<file path="config.mk">
export PLATFORM = sky130hd
export DESIGN_NAME = lector_salidas
export DESIGN_NICKNAME = d
export VERILOG_FILES = /design/src/rtl/lector_salidas_pkg.sv /design/src/rtl/lector_salidas_arbitro.sv /design/src/rtl/lector_salidas.sv
export SDC_FILE = /design/constraint.sdc
export NUM_CORES = 1
export LEC_CHECK = 0
export BUFFER_PORTS_ARGS = -buffer_cell sky130_fd_sc_hd__buf_2
export CAP_MARGIN = 10
export CORE_MARGIN = 10
export CORE_UTILIZATION = 50
export DETAILED_ROUTE_END_ITERATION = 8
export PLACE_DENSITY_LB_ADDON = 0.25
export SLEW_MARGIN = 20
export SYNTH_ARGS = -nofsm -noshare
export SYNTH_HDL_FRONTEND = slang
export SYNTH_SLANG_ARGS = --single-unit
export TNS_END_PERCENT = 5
</file>
<file path="constraint.sdc">
create_clock -name clk -period 3.3 [get_ports clk]
set_input_delay 0.165 -clock clk [delete_from_list [all_inputs] [get_ports clk]]
set_output_delay 0.165 -clock clk [all_outputs]
set_load 0.02 [all_outputs]
</file>
<file path="src/rtl/lector_salidas_pkg.sv">
// lector_salidas_pkg: shared FSM encoding, port/counter sizing and destination-field position
package lector_salidas_pkg;
    typedef enum logic {IDLE, DRAIN} state_t;
    localparam int NUM_PORTS = 4;
    localparam int CNT_WIDTH = 5;
    localparam int PORT_W = 2;
    localparam int DEST_MSB = 9;
    localparam int DEST_LSB = 8;
endpackage

</file>
<file path="src/rtl/lector_salidas_arbitro.sv">
// arbitro_rr: round-robin one-hot grant over the non-empty ports, pointer moves to the granted port
module arbitro_rr
    import lector_salidas_pkg::*;
(
    input  logic              clk,
    input  logic              reset,
    input  logic              en,
    input  logic [3:0]        req,
    output logic [3:0]        gnt,
    output logic [PORT_W-1:0] gnt_idx
);
    logic [PORT_W-1:0] ptr_q, ptr_d, p;
    always_comb begin
        gnt = '0;
        gnt_idx = ptr_q;
        p = '0;
        // walk from farthest to nearest so the port right after ptr_q wins
        for (int i = NUM_PORTS; i >= 1; i--) begin
            p = ptr_q + PORT_W'(i);
            if (en && req[p]) begin
                gnt = 4'b0001 << p;
                gnt_idx = p;
            end
        end
        ptr_d = |gnt ? gnt_idx : ptr_q;
    end
    always_ff @(posedge clk) begin
        if (reset) ptr_q <= PORT_W'(NUM_PORTS - 1);
        else ptr_q <= ptr_d;
    end
endmodule

</file>
<file path="src/rtl/lector_salidas.sv">
// lector_salidas: drains four output FIFOs round-robin, strobes each word out and keeps per-port counts
module lector_salidas #(
    parameter int FIFO_WORD_SIZE = 10,
    parameter int NUM_PORTS = lector_salidas_pkg::NUM_PORTS,
    parameter int CNT_WIDTH = lector_salidas_pkg::CNT_WIDTH
) (
    input  logic                      clk,
    input  logic                      reset,
    input  logic                      enable,
    input  logic [3:0]                FIFO_empty,
    input  logic [FIFO_WORD_SIZE-1:0] data_out0,
    input  logic [FIFO_WORD_SIZE-1:0] data_out1,
    input  logic [FIFO_WORD_SIZE-1:0] data_out2,
    input  logic [FIFO_WORD_SIZE-1:0] data_out3,
    output logic                      pop_FIFO_out0,
    output logic                      pop_FIFO_out1,
    output logic                      pop_FIFO_out2,
    output logic                      pop_FIFO_out3,
    output logic [FIFO_WORD_SIZE-1:0] word_out,
    output logic                      word_valid,
    output logic [1:0]                word_port,
    output logic                      dest_error,
    input  logic                      req,
    input  logic [1:0]                idx,
    output logic [CNT_WIDTH-1:0]      data,
    output logic                      valid
);
    import lector_salidas_pkg::*;
    state_t state_q, state_d;
    logic pend_q, pend_d;
    logic [1:0] pend_port_q, pend_port_d;
    logic [FIFO_WORD_SIZE-1:0] word_q, word_d, rd_word;
    logic word_valid_q, word_valid_d;
    logic [1:0] word_port_q, word_port_d;
    logic dest_error_q, dest_error_d;
    logic [CNT_WIDTH-1:0] cnt_q [NUM_PORTS];
    logic [CNT_WIDTH-1:0] cnt_d [NUM_PORTS];
    logic [CNT_WIDTH-1:0] data_q, data_d;
    logic valid_q, valid_d;
    logic [3:0] gnt;
    logic [1:0] gnt_idx;
    logic drain;
    // pops stay combinational on FIFO_empty so an emptying FIFO is never popped twice
    assign drain = (state_q == DRAIN) && enable;
    arbitro_rr u_arb (
        .clk(clk),
        .reset(reset),
        .en(drain),
        .req(~FIFO_empty),
        .gnt(gnt),
        .gnt_idx(gnt_idx)
    );
    assign {pop_FIFO_out3, pop_FIFO_out2, pop_FIFO_out1, pop_FIFO_out0} = gnt;
    assign word_out = word_q;
    assign word_valid = word_valid_q;
    assign word_port = word_port_q;
    assign dest_error = dest_error_q;
    assign data = data_q;
    assign valid = valid_q;
    always_comb begin
        state_d = enable ? DRAIN : IDLE;
        pend_d = |gnt;
        pend_port_d = gnt_idx;
        rd_word = pend_port_q == 2'd0 ? data_out0 :
                  pend_port_q == 2'd1 ? data_out1 :
                  pend_port_q == 2'd2 ? data_out2 : data_out3;
        word_valid_d = pend_q;
        word_d = pend_q ? rd_word : word_q;
        word_port_d = pend_q ? pend_port_q : word_port_q;
        dest_error_d = dest_error_q | (pend_q && rd_word[DEST_MSB:DEST_LSB] != pend_port_q);
        cnt_d = cnt_q;
        if (pend_q && cnt_q[pend_port_q] != '1)
            cnt_d[pend_port_q] = cnt_q[pend_port_q] + CNT_WIDTH'(1);
        valid_d = req;
        data_d = req ? cnt_q[idx] : '0;
    end
    always_ff @(posedge clk) begin
        if (reset) begin
            state_q <= IDLE;
            pend_q <= 1'b0;
            pend_port_q <= '0;
            word_q <= '0;
            word_valid_q <= 1'b0;
            word_port_q <= '0;
            dest_error_q <= 1'b0;
            cnt_q <= '{default: '0};
            data_q <= '0;
            valid_q <= 1'b0;
        end else begin
            state_q <= state_d;
            pend_q <= pend_d;
            pend_port_q <= pend_port_d;
            word_q <= word_d;
            word_valid_q <= word_valid_d;
            word_port_q <= word_port_d;
            dest_error_q <= dest_error_d;
            cnt_q <= cnt_d;
            data_q <= data_d;
            valid_q <= valid_d;
        end
    end
endmodule

</file>
# Word level (Yosys, flattened, before mapping)
# Index checks and enable logic that the tools add are counted.
# totals
reg_bits,46
in_bits,50
out_inout_bits,24
elab_cells,77
# op_classes
addsub,4
order_cmp,7
n_eq_ne,4
shift,4
mux,28
bitwise_logic,5
reduce_logical,11
# op_table
cell,n
10-bit 2-to-1 mux,3
5-bit 2-to-1 mux,5
5-bit binary-select mux with 2-bit select,2
20-bit bitwise mux,1
4-bit 2-to-1 mux,4
"1-bit by 2-bit left shift with 4-bit output, first input constant",4
"2-bit by 3-bit less-than comparator with 1-bit output, second input constant",4
5-bit demux with 2-bit select,1
1-bit binary-select mux with 2-bit select,4
1-bit logical AND,8
"3-bit greater-or-equal comparator, second input constant",2
2-bit 2-to-1 mux,3
2-bit NOT with 3-bit output,2
"5-bit by 1-bit adder with 5-bit output, second input constant",1
1-bit 2-to-1 mux,5
"5-bit != test, second input constant",1
"2-bit adder, second input constant",2
4-bit NOT,1
4-bit OR reduction,1
"3-bit by 1-bit less-than comparator with 1-bit output, second input constant",1
"2-bit by 1-bit adder with 2-bit output, second input constant",1
"2-bit by 1-bit == test with 1-bit output, second input constant",1
"2-bit == test, second input constant",1
2-bit zero test,1
other kinds (4),4

# Logic depth before layout (Yosys ltp)
# Gate-level depths: netlist (run 1).
# logic_depth
depth_word,9
ltp_mapped,11
mapped_depth_nobuf,9

# By module
# A second synthesis (run 1) with hierarchy kept.
# unflattened
cells_unflattened,244
hier_area_um2,2642.5
# modules_own_cells
mod,n_inst,cells_each,area_per_inst_um2,seq_area_each_um2
lector_salidas,1,179,2064.5,880.8
arbitro_rr,1,65,578.1,40.0

# Worst setup path before layout (run 1)
# OpenSTA, ideal clock, no wires.
# synth_timing
path_kind,register to register
startpoint,register u_arb.ptr_q[0]
endpoint,register u_arb.ptr_q[0]
setup_ns,0.072
arrival_ns,2.929
required_ns,3.228
path_slack_ns,0.300
stages_incl_launch_ff,12
path_buffers,2
synth_period_minus_slack_ns,3.000
path_cell_list,dfxtp_1 > buf_6 > inv_1 > ha_1 > buf_6 > mux2_1 > nand2b_1 > a21oi_1 > a221oi_1 > o31ai_1 > or4_4 > mux2i_1
# synth_via
elab_chain_cells,8
word_cells_on_any_way,27
cone_classes,add/sub (3); shift (4); mux (15); reduce/logical (5)
# synth_lines
element,line,rtl
from (decl),lector_salidas_arbitro.sv:12,"logic [PORT_W-1:0] ptr_q, ptr_d, p;"
from (signal assigned),lector_salidas_arbitro.sv:28,if (reset) ptr_q <= PORT_W'(NUM_PORTS - 1);
from (signal assigned),lector_salidas_arbitro.sv:29,else ptr_q <= ptr_d;
2-bit adder / 1-bit binary-select mux with 2-bit select (equally long branches),"lector_salidas_arbitro.sv:19, lector_salidas_arbitro.sv:20",
1-bit binary-select mux with 2-bit select / 1-bit 2-to-1 mux (equally long branches),lector_salidas_arbitro.sv:20,if (en && req[p]) begin
1-bit 2-to-1 mux (not written as such) / 1-bit logical AND (equally long branches),lector_salidas_arbitro.sv:20,
1-bit logical AND / 4-bit 2-to-1 mux (equally long branches),lector_salidas_arbitro.sv:20,
4-bit 2-to-1 mux (2 in a row),lector_salidas_arbitro.sv:20,
4-bit 2-to-1 mux *,lector_salidas_arbitro.sv:20,
via pop_FIFO_out2,lector_salidas.sv:17,"output logic pop_FIFO_out2,"
4-bit OR reduction *,lector_salidas_arbitro.sv:25,ptr_d = |gnt ? gnt_idx : ptr_q;
# Mark *: on every way through the listed nets, which the timed path passes. The rest lies on a longest branch. The select of a mux whose other input is x is not followed.
# A chain may end at the register's enable or synchronous reset.

# Worst setup path after layout (run 1)
# layout_timing
startpoint,register u_arb.ptr_q[1]
endpoint,output pop_FIFO_out0
# layout_via
elab_chain_cells,7
word_cells_on_any_way,23
cone_classes,add/sub (3); shift (4); mux (12); reduce/logical (4)
# layout_lines
element,line,rtl
2-bit adder / 1-bit binary-select mux with 2-bit select (equally long branches),"lector_salidas_arbitro.sv:19, lector_salidas_arbitro.sv:20",
1-bit binary-select mux with 2-bit select / 1-bit 2-to-1 mux (equally long branches),lector_salidas_arbitro.sv:20,
1-bit 2-to-1 mux (not written as such) / 1-bit logical AND (equally long branches),lector_salidas_arbitro.sv:20,
1-bit logical AND / 4-bit 2-to-1 mux (equally long branches),lector_salidas_arbitro.sv:20,
4-bit 2-to-1 mux (2 in a row),lector_salidas_arbitro.sv:20,
4-bit 2-to-1 mux *,lector_salidas_arbitro.sv:20,
to (decl),lector_salidas.sv:15,"output logic pop_FIFO_out0,"
# Every way passes the cells marked *; elsewhere a longest branch is shown, timed or not. The select of a mux whose other input is x is not followed.

==> results of run 1 <==
==> synthesized netlist by cell type (all sizes together) <==
library cell   n
a211oi        13
a21oi          6
a221oi         4
and3           5
buf            6
clkbuf         9
dfxtp         46
ha             6
inv            4
mux2           4
mux2i         24
mux4          21
nand2         10
nand2b         7
nand3          3
nor2          45
nor2b         10
nor3           3
o211ai         1
o21ai          1
o221ai         1
o22ai          1
o31ai          5
o32a           1
or2            1
or4            1
xnor2          3
xor2           1
==> per-stage QoR <==
| stage | area (um^2) | setup slack, ps | cells | hold slack [ps] |
|---|---|---|---|---|
| 3_3_place_gp | 2950 | 365 | 376 | 426 |
| 6_report | 3050 | 257 | 384 | 151 |
| 5_1_grt | 3050 | 126 | 384 | 177 |
| 4_1_cts | 3040 | 181 | 384 | 147 |
| 2_1_floorplan | 2510 | 300 | 242 | 293 |
| 3_5_place_dp | 2950 | 254 | 376 | 448 |
==> worst max-delay path by stage <==
| stage | from | to | cells past startpoint | slack [ps] |
|---|---|---|---|---|
| final | u_arb.ptr_q[1]$_SDFFE_PP1P_ | pop_FIFO_out0 | 8 | 260 |
| after global routing | u_arb.ptr_q[1]$_SDFFE_PP1P_ | pop_FIFO_out0 | 8 | 130 |
| after CTS | u_arb.ptr_q[1]$_SDFFE_PP1P_ | pop_FIFO_out1 | 8 | 180 |
| after detailed placement | u_arb.ptr_q[1]$_SDFFE_PP1P_ | pend_q$_SDFF_PP0_ | 7 | 250 |
| after global placement | u_arb.ptr_q[1]$_SDFFE_PP1P_ | pend_q$_SDFF_PP0_ | 7 | 360 |
| after floorplan | u_arb.ptr_q[0]$_SDFFE_PP1P_ | u_arb.ptr_q[0]$_SDFFE_PP1P_ | 11 | 300 |
==> logic make-up after synthesis <==
| logic type | Yosys count | share of synthesized area [%] |
|---|---|---|
| flip-flops | 46 | 36.7 |
| multiplexers | 49 | 30.2 |
| AO/OA/AOI/OAI | 33 | 9.47 |
| buffers and inverters | 19 | 3.54 |
| adder cells (fa/ha/maj) | 6 | 2.99 |
| AND/OR/NAND/NOR | 85 | 15.7 |
| XOR/XNOR | 4 | 1.40 |
==> area by class of cell <==
class                           instances  area share (%)
Timing Repair Buffer                   82            14.2
Clock inverter                          1           0.164
Inverter                                4           0.493
Clock buffer                            7            2.83
Tap cell                               67            2.75
Multi-Input combinational cell        177            49.3
Sequential cell                        46            30.3
==> per-layer routing <==
layer  wire length [um]  part of all wire [%]  up-vias  track usage [%]
met2               2890                    48       71             24.6
met1               2630                    43      968             17.2
met5                  0                     0        -                0
li1                   -                     -     1038                -
met4                 44                  0.73        0             3.92
met3                483                   8.0        4             5.65
==> sequential cells by signal, indices dropped and copies added (netlist names) <==
register,cells
data,5
valid,1
cnt_q,20
u_arb.ptr_q,2
word_out,10
pend_q,1
pend_port_q,2
word_port,2
dest_error,1
word_valid,1
state_q,1
==> what timing repair did <==
| action | CTS | global route |
|---|---|---|
| setup buffers | 0 | 0 |
| hold buffers | 0 | 0 |
| resized for setup | 0 | 1 |
| hold endpoints to repair | 0 | 0 |
| endpoints found under the setup margin | 0 | 2 |
==> power by group <==
group / total, mW / switching (mW) / internal (mW)
Sequential: 0.600 / 0.0188 / 0.581
Clock: 0.342 / 0.173 / 0.169
Combinational: 0.263 / 0.134 / 0.129
Total: 1.21 / 0.326 / 0.880
==> worst max-delay path: stages, from the launching register on <==
cell and delay, ps:
sky130_fd_sc_hd__dfxtp_2 440, sky130_fd_sc_hd__inv_1 90, sky130_fd_sc_hd__ha_1 450, sky130_fd_sc_hd__mux2_1 380, sky130_fd_sc_hd__nand2b_1 150, sky130_fd_sc_hd__a21oi_1 290, sky130_fd_sc_hd__a221oi_1 160, sky130_fd_sc_hd__o31ai_1 390
sky130_fd_sc_hd__buf_2 240
==> placed cells by master (no fill, tap or decap), types with 5 or more instances in the layout <==
master	instances
sky130_fd_sc_hd__a211oi_1	13
sky130_fd_sc_hd__o31ai_1	5
sky130_fd_sc_hd__dfxtp_1	45
sky130_fd_sc_hd__clkbuf_8	6
sky130_fd_sc_hd__nor2_1	45
sky130_fd_sc_hd__mux2i_1	24
sky130_fd_sc_hd__nand2b_1	7
sky130_fd_sc_hd__nor2b_1	10
sky130_fd_sc_hd__buf_4	9
sky130_fd_sc_hd__a21oi_1	6
sky130_fd_sc_hd__nand2_1	10
sky130_fd_sc_hd__and3_1	5
sky130_fd_sc_hd__buf_2	73
sky130_fd_sc_hd__mux4_2	21
sky130_fd_sc_hd__ha_1	6
==> impl_metrics.csv, run 1 <==
group,metric,value,unit
place,count_of_buffers_inserted_at_the_top_level_ports,73,
power,peakVddDrop,0.249,mV
final_layout,layout-drive-gt1-share,36.6,%
worst_setup_path,critical_path_launch_point_type,"register",
floorplanning,fp-row-count,25,
synth,synth_top_cells_by_area,"sky130_fd_sc_hd__dfxtp_1 (37%), sky130_fd_sc_hd__mux4_2 (19%), sky130_fd_sc_hd__mux2i_1 (9.6%)",
drt,routed_wirelength,6.05,mm
global_route,grt_use_total,14.7,%
floorplanning,initial_core_util,52.4,%
place,detailed_place_hpwl,4.68,mm
clock_tree,numCtsBuffers,5,
synth,avgSynthCellArea,10.4,um^2
clock_tree,cts-root-buf,"sky130_fd_sc_hd__clkbuf_8",
global_route,first_global_vias,2253,
worst_setup_path,critical_path_class,"register to primary output",
clock_tree,clkSlewWorstSetupHoldPaths,80,ps
hold_path,min_delay_path_depth,2,
drt,number_of_remaining_drc_errors,0,
synth,synth_warnings,0,
hold_path,worst_hold_path_type,"input port to register",
clock_tree,tritoncts,"done",
sta,fmax,329,MHz
run_status,outcome,"complete, no violations",
sta,timing.final.setup_violations,0,
sta,slew-limit-headroom,50.2,%
synth,synth_cell_type_count,31,
floorplanning,die-height,90.9,um
worst_setup_path,rr_endpoint,"pend_q$_SDFF_PP0_",
global_route,globalRouteOverflowTotal,0,
global_route,grt_pass1_wl,10.3,mm
floorplanning,io_pins,74,
global_route,grt_antenna_before_repair,0,
power,post-layout-total-power,1.21,mW
sta,fin_worst_skew,7.40,ps
drt,average_wire_per_standard_cell,15.8,um
worst_setup_path,r2r_setup_slack,350,ps
final_layout,antenna_cells_inserted,0,
synth,synth_nets,298,
floorplanning,die-area,8250,um^2
drt,detailroute.via_count,2081,
synth,synth_largest_area_cell,"sky130_fd_sc_hd__dfxtp_1",
final_layout,multi_input_comb_area,1500,um^2
sta,totalNegativeSetupSlack,0,ps
sta,maxSlewViolCount,0,
hold_path,timing.hold.worst.start,"enable",
final_layout,area_growth,21.3,%
run,max_cap_viol_count,0,
clock_tree,insertion_delay,290,ps
drt,firstDrtPassIters,4,
drt,initialDrtViolationCount,129,
synth,synth-seq-area-share,36.7,%
global_route,grt_max_degree,44,
synth,postSynthCellCount,242,
power,power-per-cell-area,396,nW/um^2
synth,post-synth-top-area-fraction,36.7,%
clock_tree,cts_num_sinks,46,
sta,grt_setup_unrepaired,"no",
sta,timing_hold_violations_final,0,
worst_setup_path,cp-end-kind,"primary output",
clock_tree,htreeDepth,2,
drt,vias_per_cell,5.42,
drt,antenna_left,0,
worst_setup_path,reg2reg_from,"u_arb.ptr_q[1]$_SDFFE_PP1P_",
worst_setup_path,critPathMaxFanout,10,
sta,crit_share_post_route,92.2,%
final_layout,finish.net_count,372,
clock_tree,cts-root-to-sink-buffers,2,
final_layout,nFillCells,422,
synth,synth.cell_area,2510,um^2
place,routabilityCongestion,0.821,
worst_setup_path,critical_path_arrival,2880,ps
final_layout,seqCellArea,922,um^2
worst_setup_path,required_time_of_the_worst_setup_path,3130,ps
sta,finalWorstPathRequiredPeriod,3040,ps
sta,worst_slew_pin_slew,747,ps
power,total_leakage_power,1.30,nW
hold_path,hold_path_end,"state_q$_SDFF_PP0_",
worst_setup_path,reg2reg_depth,7,
floorplanning,chipWidth,90.9,um
final_layout,final_core_utilization,63.6,%
synth,yosys_register_bits,46,
floorplanning,core_area,4790,um^2
Power figures use the tool's default switching activity.
==> inputs of run 2 (changes only) <==
--- a/config.mk
+++ b/config.mk
@@ -10,6 +10,7 @@
 export CORE_MARGIN = 10
 export CORE_UTILIZATION = 50
 export DETAILED_ROUTE_END_ITERATION = 8
+export MAX_ROUTING_LAYER = met4
 export PLACE_DENSITY_LB_ADDON = 0.25
 export SLEW_MARGIN = 20
 export SYNTH_ARGS = -nofsm -noshare
==> run 2 against run 1 <==
- sequential share of layout area unchanged
- global-route usage increased by 0.44 points
- first-iteration DRC count decreased by 0.78%
- combinational power about the same
- critical endpoint is now pop_FIFO_out1
- clock skew decreased by 0.61 ps
- fmax increased by 0.57%
- critical path type unchanged
- highest routed layer unchanged
- final area unchanged
- non-clock buffer count unchanged
==> impl_metrics.csv, run 2 (synthesized netlist as in run 1, its figures left out) <==
group,metric,value,unit
run_status,outcome,"complete, no violations",
floorplanning,initial_core_util,52.4,%
final_layout,max_ffs_per_register,20,
floorplanning,core_area,4790,um^2
global_route,globalRouteOverflowTotal,0,
worst_setup_path,cp-end-kind,"primary output",
floorplanning,die-height,90.9,um
sta,fmax,330,MHz
drt,top_layer_used,"met4",
floorplanning,die-area,8250,um^2
worst_setup_path,critical_path_launch_point_type,"register",
sta,timing_hold_violations_final,0,
place,detailed_place_hpwl,4.68,mm
final_layout,nFillCells,422,
power,power-per-cell-area,396,nW/um^2
power,intPower,879,uW
drt,detailroute.via_count,2089,
sta,timing.final.setup_violations,0,
final_layout,layout.cells.most_common,"sky130_fd_sc_hd__buf_2",
floorplanning,fp-row-count,25,
clock_tree,cts_setup_buffers,0,
final_layout,finish.net_count,372,
drt,average_wire_per_standard_cell,15.7,um
global_route,grt_pass1_wl,10.3,mm
drt,wl_met1,2.76,mm
final_layout,antenna_cells_inserted,0,
place,routabilityCongestion,0.834,
sta,maxSlewViolCount,0,
clock_tree,cts-root-to-sink-buffers,2,
final_layout,area_growth,21.3,%
global_route,first_global_vias,2252,
place,count_of_buffers_inserted_at_the_top_level_ports,73,
drt,antenna_left,0,
sta,timing.hold.ws,157,ps
worst_setup_path,critPathMaxFanout,10,
global_route,grt_max_degree,44,
clock_tree,cts-root-buf,"sky130_fd_sc_hd__clkbuf_8",
sta,worst_slew_pin_slew,745,ps
clock_tree,numCtsBuffers,5,
sta,fin_worst_skew,6.79,ps
worst_setup_path,crit_path_cell_trace,"inv_1, ha_1, mux2_1, nand2b_1, a21oi_1, a221oi_1, o31ai_1, buf_2",
clock_tree,count_of_instances_resized_after_the_clock_tree_is_built,0,
sta,finalWorstPathRequiredPeriod,3030,ps
power,sw_frac_of_total,27.0,%
final_layout,layout-drive-gt1-share,36.6,%
power,power_frac_comb,21.8,%
drt,routed_wirelength,6.03,mm
clock_tree,cts_hold_buffers,0,
floorplanning,io_pins,74,
worst_setup_path,critical_path_buffers_and_inverters,2,
final_layout,layout_common_cells,"sky130_fd_sc_hd__buf_2 (73), sky130_fd_sc_hd__nor2_1 (45), sky130_fd_sc_hd__dfxtp_1 (45)",
drt,wl_met2,2.88,mm
worst_setup_path,critical_path_class,"register to primary output",
worst_setup_path,required_time_of_the_worst_setup_path,3130,ps
drt,number_of_remaining_drc_errors,0,
floorplanning,chipWidth,90.9,um
power,power.share.clock,28.4,%
drt,firstDrtPassIters,4,
sta,crit_share_post_route,91.7,%
sta,grt_setup_unrepaired,"no",
sta,totalNegativeSetupSlack,0,ps
clock_tree,tritoncts,"done",
run,max_cap_viol_count,0,
final_layout,largest_register,"cnt_q",
power,peakVddDrop,0.249,mV
global_route,grt_use_total,15.1,%
drt,vias_per_cell,5.44,
global_route,grt_antenna_before_repair,0,
clock_tree,insertion_delay,290,ps
drt,dr_wl_met3,344,um
power,netSwitchingPower,325,uW
worst_setup_path,critical_path.max_stage_delay,450,ps
power,pwr-share-seq,49.8,%
hold_path,worst_hold_path_type,"input port to register",
worst_setup_path,critical_path_arrival,2860,ps
worst_setup_path,crit_slowest_cell,"sky130_fd_sc_hd__ha_1",
clock_tree,cts_num_sinks,46,
worst_setup_path,cp_top_family,"compound AO/OA/AOI/OAI gates",
drt,initialDrtViolationCount,128,
clock_tree,htreeDepth,2,
sta,slew-limit-headroom,50.4,%
clock_tree,clkSlewWorstSetupHoldPaths,80,ps
power,total_leakage_power,1.30,nW
run 2: power groups by stage:
stage               registers (mW)  clock network [mW]  logic (mW)
CTS                          0.600               0.352       0.266
global placement             0.612                   0       0.259
global route                 0.604               0.376       0.289
detailed placement           0.612                   0       0.266
finish                       0.600               0.342       0.263
floorplan                    0.624                   0       0.171
run 2: routing by layer:
layer / vias to the layer above / global-route usage (%)
li1: 1041 / -
met5: - / -
met1: 973 / 18.2
met3: 4 / 4.16
met4: 0 / 3.92
met2: 71 / 24.5
run 2: layout make-up:
cell class                 count  area [um^2]  share of cell area, %
clock buffer                   7         86.3                   2.83
clock inverter                 1         5.00                  0.164
inverter                       4         15.0                  0.493
multi-input combinational    177         1500                   49.3
sequential                    46          922                   30.3
tap                           67         83.8                   2.75
timing repair buffer          82          433                   14.2
run 2: metrics by stage:
stage | power, mW | area, um^2 | cells | setup WS (ps) | util, %
after detailed placement | 0.878 | 2950 | 376 | 254 | 61.7
after global placement | 0.871 | 2950 | 376 | 365 | 61.7
after CTS | 1.22 | 3040 | 384 | 181 | 63.6
after global routing | 1.27 | 3050 | 384 | 126 | 63.6
final | 1.20 | 3050 | 384 | 274 | 63.6
after floorplan | 0.795 | 2510 | 242 | 300 | -
run 2: final timing paths:
check                              startpoint                   endpoint  slack [ps]  cells past startpoint
setup / recovery  u_arb.ptr_q[1]$_SDFFE_PP1P_              pop_FIFO_out1         270                      8
hold / removal                         enable         state_q$_SDFF_PP0_         160                      2
setup reg to reg  u_arb.ptr_q[1]$_SDFFE_PP1P_          pend_q$_SDFF_PP0_         360                      7
hold reg to reg     word_port[1]$_SDFFE_PP0P_  word_port[1]$_SDFFE_PP0P_         470                      2
